===== config.mk =====
export PLATFORM = sky130hd
export DESIGN_NAME = gcode_command_sequencer
export DESIGN_NICKNAME = d
export VERILOG_FILES = /design/src/rtl/gcode_command_sequencer.sv
export SDC_FILE = /design/constraint.sdc
export NUM_CORES = 2
export LEC_CHECK = 0
export BUFFER_PORTS_ARGS = -buffer_cell sky130_fd_sc_hd__buf_4
export CAP_MARGIN = 30
export CORE_MARGIN = 2
export CORE_UTILIZATION = 50
export CTS_CLUSTER_SIZE = 10
export DETAILED_ROUTE_END_ITERATION = 10
export GPL_TIMING_DRIVEN = 0
export PLACE_DENSITY = 0.74
export SYNTH_ARGS = -nofsm -noshare
export SYNTH_HDL_FRONTEND = slang
export SYNTH_SLANG_ARGS = --single-unit

===== constraint.sdc =====
create_clock -name clk -period 14.7 [get_ports clk]
set_clock_uncertainty 0.05 [all_clocks]
set_input_delay 0.735 -clock clk [delete_from_list [all_inputs] [get_ports clk]]
set_output_delay 0.735 -clock clk [all_outputs]
set_load 0.02 [all_outputs]

===== src/rtl/gcode_command_sequencer.sv =====
// gcode_command_sequencer
// Buffers decoded G-code commands from the host in a circular queue and
// dispatches them one at a time to the printer control unit using a
// start/finish two-phase handshake. Reports progress, error count and an
// optional watchdog flag back to the host.
//
// Build option: define SEQ_TIMEOUT_EN to add a per-command watchdog that
// forces an in-flight command to retire as an error after TIMEOUT_CYCLES
// ISSUE cycles. Without it, `timeout` is tied low and ISSUE waits forever.

module gcode_command_sequencer #(
  parameter int unsigned DEPTH          = 8,
  parameter logic [31:0] TIMEOUT_CYCLES = 32'd50_000_000
) (
  input  logic                       clk,
  input  logic                       reset,
  // host side
  input  logic                       in_valid,
  output logic                       in_ready,
  input  logic [31:0]                in_type,
  input  logic signed [31:0]         in_x,
  input  logic signed [31:0]         in_y,
  input  logic signed [31:0]         in_z,
  input  logic signed [31:0]         in_e0,
  input  logic signed [31:0]         in_e1,
  input  logic                       pause,
  input  logic                       flush,
  // control unit side
  output logic                       start,
  output logic [31:0]                command_type,
  output logic signed [31:0]         command_x,
  output logic signed [31:0]         command_y,
  output logic signed [31:0]         command_z,
  output logic signed [31:0]         command_e0,
  output logic signed [31:0]         command_e1,
  input  logic                       cu_finish,
  input  logic                       cu_error,
  // status
  output logic                       busy,
  output logic [$clog2(DEPTH):0]     count,
  output logic                       done,
  output logic [15:0]                err_count,
  output logic                       timeout
);

  localparam int unsigned    AW      = $clog2(DEPTH);
  localparam logic [AW:0]    DEPTH_C = (AW+1)'(DEPTH);

  typedef enum logic [1:0] {
    S_IDLE,
    S_ISSUE,
    S_RELEASE
  } state_t;

  typedef struct packed {
    logic [31:0] ctype;
    logic [31:0] x;
    logic [31:0] y;
    logic [31:0] z;
    logic [31:0] e0;
    logic [31:0] e1;
  } cmd_t;

  state_t        state_q, state_d;
  cmd_t          mem [DEPTH];
  cmd_t          in_cmd;
  cmd_t          cmd_q;
  logic [AW-1:0] wr_ptr, rd_ptr;
  logic [AW:0]   count_q;
  logic          err_q;
  logic          push;
  logic          dispatch;
  logic          finish_seen;
  logic          retire;
  logic          wd_hit;
  logic          wd_fire;

  assign in_cmd   = {in_type, in_x, in_y, in_z, in_e0, in_e1};
  assign in_ready = (count_q < DEPTH_C);
  // A push coinciding with flush is discarded.
  assign push     = in_valid & in_ready & ~flush;

  assign count        = count_q;
  assign busy         = (state_q != S_IDLE);
  assign command_type = cmd_q.ctype;
  assign command_x    = cmd_q.x;
  assign command_y    = cmd_q.y;
  assign command_z    = cmd_q.z;
  assign command_e0   = cmd_q.e0;
  assign command_e1   = cmd_q.e1;

  // Next-state decode and one-cycle event strobes for the handshake FSM.
  always_comb begin
    // NOTE: every combinational output gets a default first so no path can
    // leave it unassigned and infer a latch.
    state_d     = state_q;
    dispatch    = 1'b0;
    finish_seen = 1'b0;
    retire      = 1'b0;
    wd_fire     = 1'b0;
    case (state_q)
      S_IDLE: begin
        if ((count_q != '0) && !pause && !flush) begin
          dispatch = 1'b1;
          state_d  = S_ISSUE;
        end
      end
      S_ISSUE: begin
        if (cu_finish) begin
          finish_seen = 1'b1;
          state_d     = S_RELEASE;
        end else if (wd_hit) begin
          wd_fire = 1'b1;
          state_d = S_RELEASE;
        end
      end
      S_RELEASE: begin
        if (!cu_finish) begin
          retire  = 1'b1;
          state_d = S_IDLE;
        end
      end
      default: state_d = S_IDLE;
    endcase
  end

  // State register.
  always_ff @(posedge clk) begin
    // NOTE: sequential state uses non-blocking assignments so every register
    // samples pre-edge values regardless of block ordering.
    if (reset) state_q <= S_IDLE;
    else       state_q <= state_d;
  end

  // Queue storage; contents are only meaningful between the pointers.
  always_ff @(posedge clk) begin
    // NOTE: the storage array is deliberately not reset; pointers and count
    // define validity, and leaving it out of reset keeps it a plain RAM.
    if (push) mem[wr_ptr] <= in_cmd;
  end

  // Queue pointers and occupancy.
  always_ff @(posedge clk) begin
    if (reset || flush) begin
      wr_ptr  <= '0;
      rd_ptr  <= '0;
      count_q <= '0;
    end else begin
      if (push)     wr_ptr <= wr_ptr + AW'(1);
      if (dispatch) rd_ptr <= rd_ptr + AW'(1);
      case ({push, dispatch})
        2'b10:   count_q <= count_q + (AW+1)'(1);
        2'b01:   count_q <= count_q - (AW+1)'(1);
        default: count_q <= count_q;
      endcase
    end
  end

  // Registered handshake outputs, latched command and error bookkeeping.
  always_ff @(posedge clk) begin
    if (reset) begin
      start     <= 1'b0;
      done      <= 1'b0;
      err_q     <= 1'b0;
      err_count <= '0;
      cmd_q     <= '0;
    end else begin
      done <= retire;
      if (dispatch) begin
        cmd_q <= mem[rd_ptr];
        start <= 1'b1;
      end
      if (finish_seen) begin
        start <= 1'b0;
        err_q <= cu_error;
      end
      if (wd_fire) begin
        start <= 1'b0;
        err_q <= 1'b1;
      end
      if (retire && err_q && (err_count != 16'hFFFF))
        err_count <= err_count + 16'd1;
    end
  end

`ifdef SEQ_TIMEOUT_EN
  logic [31:0] wd_cnt;
  logic        timeout_q;

  // Fires on the TIMEOUT_CYCLES-th ISSUE cycle without a finish.
  assign wd_hit  = (wd_cnt == TIMEOUT_CYCLES - 32'd1);
  assign timeout = timeout_q;

  // Watchdog counter (restarts at each dispatch) and sticky timeout flag.
  always_ff @(posedge clk) begin
    if (reset) begin
      wd_cnt    <= '0;
      timeout_q <= 1'b0;
    end else begin
      if (dispatch)               wd_cnt <= '0;
      else if (state_q == S_ISSUE) wd_cnt <= wd_cnt + 32'd1;
      if (wd_fire) timeout_q <= 1'b1;
    end
  end
`else
  assign wd_hit  = 1'b0;
  assign timeout = 1'b0;
`endif

endmodule


Word-level counts from Yosys, hierarchy flattened. Memories as Yosys holds them, arrays and structs flattened. A register that Yosys moved wholly into a read port is not among the register bits. Cells that the tools add are included.

Flip-flop bits (word level): 31. Memory bits (writable): 1536. Input port bits: 199. Word-level logic and storage cells: 52. Memories kept: 1.

Add/subtract/negate cells: 5. Magnitude comparators: 1. Equal/unequal tests: 8. Multiplexer cells: 13. Bitwise gates (word level): 3. Reductions and logical operators: 13.

Memory list: mem (words 8, width 192, read ports 1, clocked after memory_dff 1, write ports 1, line 65) `cmd_t mem [DEPTH];`.

Operators by type and width (count): adder 16 x 1 -> 16 bit (second input constant) (1); inequality test 16 bit (second input constant) (1); 2-to-1 mux 1 bit (8); one-hot mux 4 bit (2 select lines) (1); adder 3 x 1 -> 3 bit (second input constant) (2); 2-to-1 mux 2 bit (3); inequality test 2 bit (second input constant) (3); one-hot mux 2 bit (3 select lines) (1); adder 4 x 1 -> 4 bit (second input constant) (1); == test 2 x 1 -> 1 bit (second input constant) (2); == test 2 bit (second input constant) (2); logical AND 1 bit (4); less-than comparator 4 bit (second input constant) (1); nonzero test 2 bit (2); nonzero test 4 bit (1); subtractor 4 x 1 -> 4 bit (second input constant) (1); AND reduction 3 bit (1); bitwise AND 1 bit (2); logical NOT 1 bit (2); logical NOT 2 bit (1); OR reduction 2 bit (1); logical OR 1 bit (1); NOT 1 bit (1).

Logic depth before layout (Yosys ltp).
Word-level depth: 7. Gate-level depth with buffers: 12. Depth with buffers taken out: 10.

Worst setup path after synthesis. No wires, ideal clock.

Kind: in2reg. From: in flush. To: mem mem[0][0] in the netlist's numbering, enable pin. Setup time: 0.980 ns. Data arrival time: 14.248 ns. Path slack: -0.577 ns. Stages: 3. Path buffers: 0. Cells stage by stage: nor3b_1 > nand2b_1 > nor3_1.

Longest elaborated chain between the ends: 4.

Ends and longest elaborated chain: start: declaration (line 27) `input logic flush,`; NOT 1 bit (line 81) `assign push = in_valid & in_ready & ~flush;`; bitwise AND 1 bit (line 81); 2-to-1 mux 1 bit (line 139) `if (push) mem[wr_ptr] <= in_cmd;`; 2-to-1 mux 1 bit (implied by the code) (line 139); end: declaration (line 65).

Every way passes these cells.

Final worst setup path.
From: reg state_q[1]. To: reg count_q[3], in the netlist count[3].

Longest elaborated chain between the ends: 4. Elaborated cells on any way between the ends: 6. Classes of those cells: eq/ne: 2; mux: 2; reduce/logical: 2.

Ends and longest elaborated chain: start: declaration (line 64) `state_t state_q, state_d;`; start signal: assignment (line 132) `else state_q <= state_d;`; logical NOT 2 bit * (line 101) `case (state_q)`; 2-to-1 mux 1 bit * (line 101); via dispatch (line 72) `logic dispatch;`; == test 2 x 1 -> 1 bit / == test 2 bit (equally long branches) (line 151) `case ({push, dispatch})`; one-hot mux 4 bit (2 select lines) / nonzero test 2 bit (equally long branches); end signal: assignment (line 152) `2'b10: count_q <= count_q + (AW+1)'(1);`; end signal: assignment (line 153) `2'b01: count_q <= count_q - (AW+1)'(1);`; end signal: assignment (line 154) `default: count_q <= count_q;`; end: declaration (line 69) `logic [AW:0] count_q;`.

Mark *: on every way through the listed nets, which the timed path passes. The rest lies on a longest branch. A chain may end at the register's enable or synchronous reset.

==> run metrics <==
fmax=slightly above 200 MHz; I/O pins=416; post-placement cell count=roughly 5.3k; Initial Util=0.503; setup violators final=0; final hold vios=0; clock sink total=1759; min cycle time layout=about 5.0 ns; Num CTS Buffers=around 200; Hold-fix buffers, CTS=0; Total GRT Usage=0.232; drt initial violations=3544; Tcrit/Tclk final=0.337; Die ar.=about 130000 sq um; core area=between 100000 and 150000 sq um; Synth Cell Area=65000 sq um; Post-Syn Instances=roughly 3k; clk_lat worst skew=0.84 ns; vias per std cell=just under 6; detailed-route wire length per cell=~27 um; WP data arrival=between 5 and 6 ns; Yosys top cell area share=0.709; power density over cell area=around 130 nW/um^2; share of layout cells above drive strength 1=0.303; first-pass GRT wire length=between 200 and 250 mm; antenna viol nets, final=0; status=complete, no violations; crit-path max cell delay=between 0.8 and 0.9 ns; yosys warns=0; average size of a mapped cell=about 21 sq um; critical path class=reg2reg; startpoint types=flip-flop; critical path cell sequence=nor4_1 > nand2_1 > inv_2 > buf_2 > clkbuf_1 > ha_1 > or4b_2 > a21o_1 > a21o_1 > a21oi_1; GPL Wtd Cong=between 0.7 and 0.8; endpoint class of the critical path=flip-flop; CP required=approximately 15 ns; Top cell by count, worst path=a21o_1; die width=365 um; Clock Tree Root=clkbuf_16; critical path peak fanout=11; Lkg Pwr=between 20 and 25 nW; IO buf count=a little over 400; post-synth cell types=43; Critical path origin=state_q[1]$_SDFFE_PP0P_; post_cts resized=0; top post-synthesis cells by area=edfxtp_1 71%, mux4_2 13%, dfxtp_1 6.9%, mux2i_1 3.0%, a211oi_1 2.2%; synth-to-layout area growth=20.6%; worst r2r src=state_q[1]$_SDFFE_PP0P_; Overall Power=slightly above 0.01 W; initial antenna violation count=23; largest net degree at the start of global routing=26; Worst Hold Class=in2reg; number of H-tree levels=4; vias in the first global route=~34k; CP max stage cell=nor4_1; DRT Wirelength=roughly 150 mm; cell taking the most area after synthesis=edfxtp_1; Pre-Repair DR Iteration Count=6; Yosys reg bits=around 1.8k; fin cells=5679; vias post-DR=about 33k; CTS tree=done; DR DRC count=0; HPWL Detailed=between 90 and 100 mm; Chip Height=365 um; Setup Buffers After CTS=0; Rel. slew slack=0.354; maximum vdd drop=0.000125 V; RSZ-0062 raised after global routing=no; sequential fraction of the synthesis area=0.778; post-synthesis net count=3257; Worst-Margin Slew=approximately 0.97 ns; HP Start=cu_finish; Max clock buf depth=3; maxcap violations=0; fin nets=3960; grt total ovfl=0; clock-pin slew on the worst setup and hold paths=approximately 0.060 ns; FP Rows=132; Final Max Slew Viols=0
[kinds of logic after synthesis]
logic type,Yosys count,share of synthesized area
buffers and inverters,182,0.0117
AOI/OAI and AO/OA,236,0.0261
other,1,0.0000577
adders and majority gates,6,0.00115
xor gates and xnor gates,7,0.000943
muxes,577,0.163
DFF,1759,0.778
and+or+nand+nor,284,0.0192
[power breakdown]
group,internal [W],leakage (nW),switching [W]
Sequential,0.00547,15.7,0.0000168
Combinational,0.000115,6.12,0.000160
Clock,0.00260,2.82,0.00194
[Yosys cell counts]
master	number
and4_4	1
conb_1	1
buf_2	58
xor2_1	5
or4_1	10
a21oi_1	23
mux4_2	384
mux2i_1	193
or2_2	3
a21o_1	2
o31ai_1	9
o21ai_0	7
edfxtp_1	1536
dfxtp_1	223
xnor2_1	2
nor4b_1	1
nor4bb_1	1
or4b_4	1
a31oi_1	1
inv_2	1
buf_4	1
nor2_1	206
nor3b_1	3
nor4_1	2
and4_1	2
inv_1	2
nand2b_1	4
a211oi_1	192
clkbuf_1	105
nor2b_1	1
ha_1	6
o21bai_1	1
nand4_1	5
buf_1	15
or3_1	5
nand3b_1	2
or4b_2	1
and3_2	1
nand2_1	17
nand3_1	12
nor3_1	5
a211o_1	1
nand4bb_1	1
[metrics by stage]
stage	setup slack, ns	utilization	cell area, sq um	hold WS (ns)	TNS [ns]
final	9.74	0.606	78400	0.0628	0
after global placement	-4.81	0.544	70300	0.412	-6506.21
after floorplan	4.60	-	65000	0.395	0
after CTS	9.74	0.606	78400	0.00607	0
after detailed placement	9.36	0.560	72400	0.418	0
after global routing	9.72	0.606	78400	0.0256	0
[cell usage in the layout, fill, tap and decap left out, drive strengths merged, types with 6 or more instances in the layout]
cell type	instances
ha	6
diode	16
mux2i	193
or4	10
dfxtp	223
mux4	384
nor2	206
a21oi	23
clkinv	14
o21ai	7
clkbuf	449
nand2	17
nand3	12
o31ai	9
edfxtp	1536
buf	578
a211oi	192
inv	7
[registers in the layout (all words and copies together) (netlist names)]
register,cells
command_e1,32
command_type,32
command_z,32
rd_ptr,3
count,4
state_q,2
err_count,16
done,1
mem,1536
command_x,32
command_e0,32
wr_ptr,3
err_q,1
command_y,32
start,1
[cell type report]
| cell class | instances | area [sq um] |
|---|---|---|
| Tap cell | 1742 | 2180 |
| Antenna cell | 16 | 40.0 |
| Clock inverter | 21 | 442 |
| Multi-Input combinational cell | 1111 | 13700 |
| Timing Repair Buffer | 504 | 5120 |
| Buffer | 179 | 751 |
| Clock buffer | 344 | 5540 |
| Inverter | 3 | 11.3 |
| Sequential cell | 1759 | 50600 |
| Fill cell | 8853 | 50900 |
[routing by layer]
layer	routed length, um	track usage	up-vias
met5	61	0	-
met4	5230	0.0924	10
met3	11500	0.0473	274
met2	77300	0.378	1402
met1	60100	0.310	17411
li1	-	-	14116
[critical path, delay by kind of cell (launching register included)]
family                     cells  cell delay (ns)
adders and majority gates      1             0.39
DFF                            1             0.37
and+or+nand+nor                3             1.80
buffers and inverters          3             1.78
AOI/OAI and AO/OA              3             0.46
[final timing paths]
kind	depth (start not counted)	slack, ns	to
worst min register to register	2	0.44	err_q$_SDFFE_PP0P_
worst min-delay path	2	0.06	done$_SDFF_PP0_
worst max register to register	10	9.74	count[3]$_SDFFE_PP0P_
worst max-delay path	10	9.74	count[3]$_SDFFE_PP0P_
No activity file was read; power rests on OpenSTA's default activity.
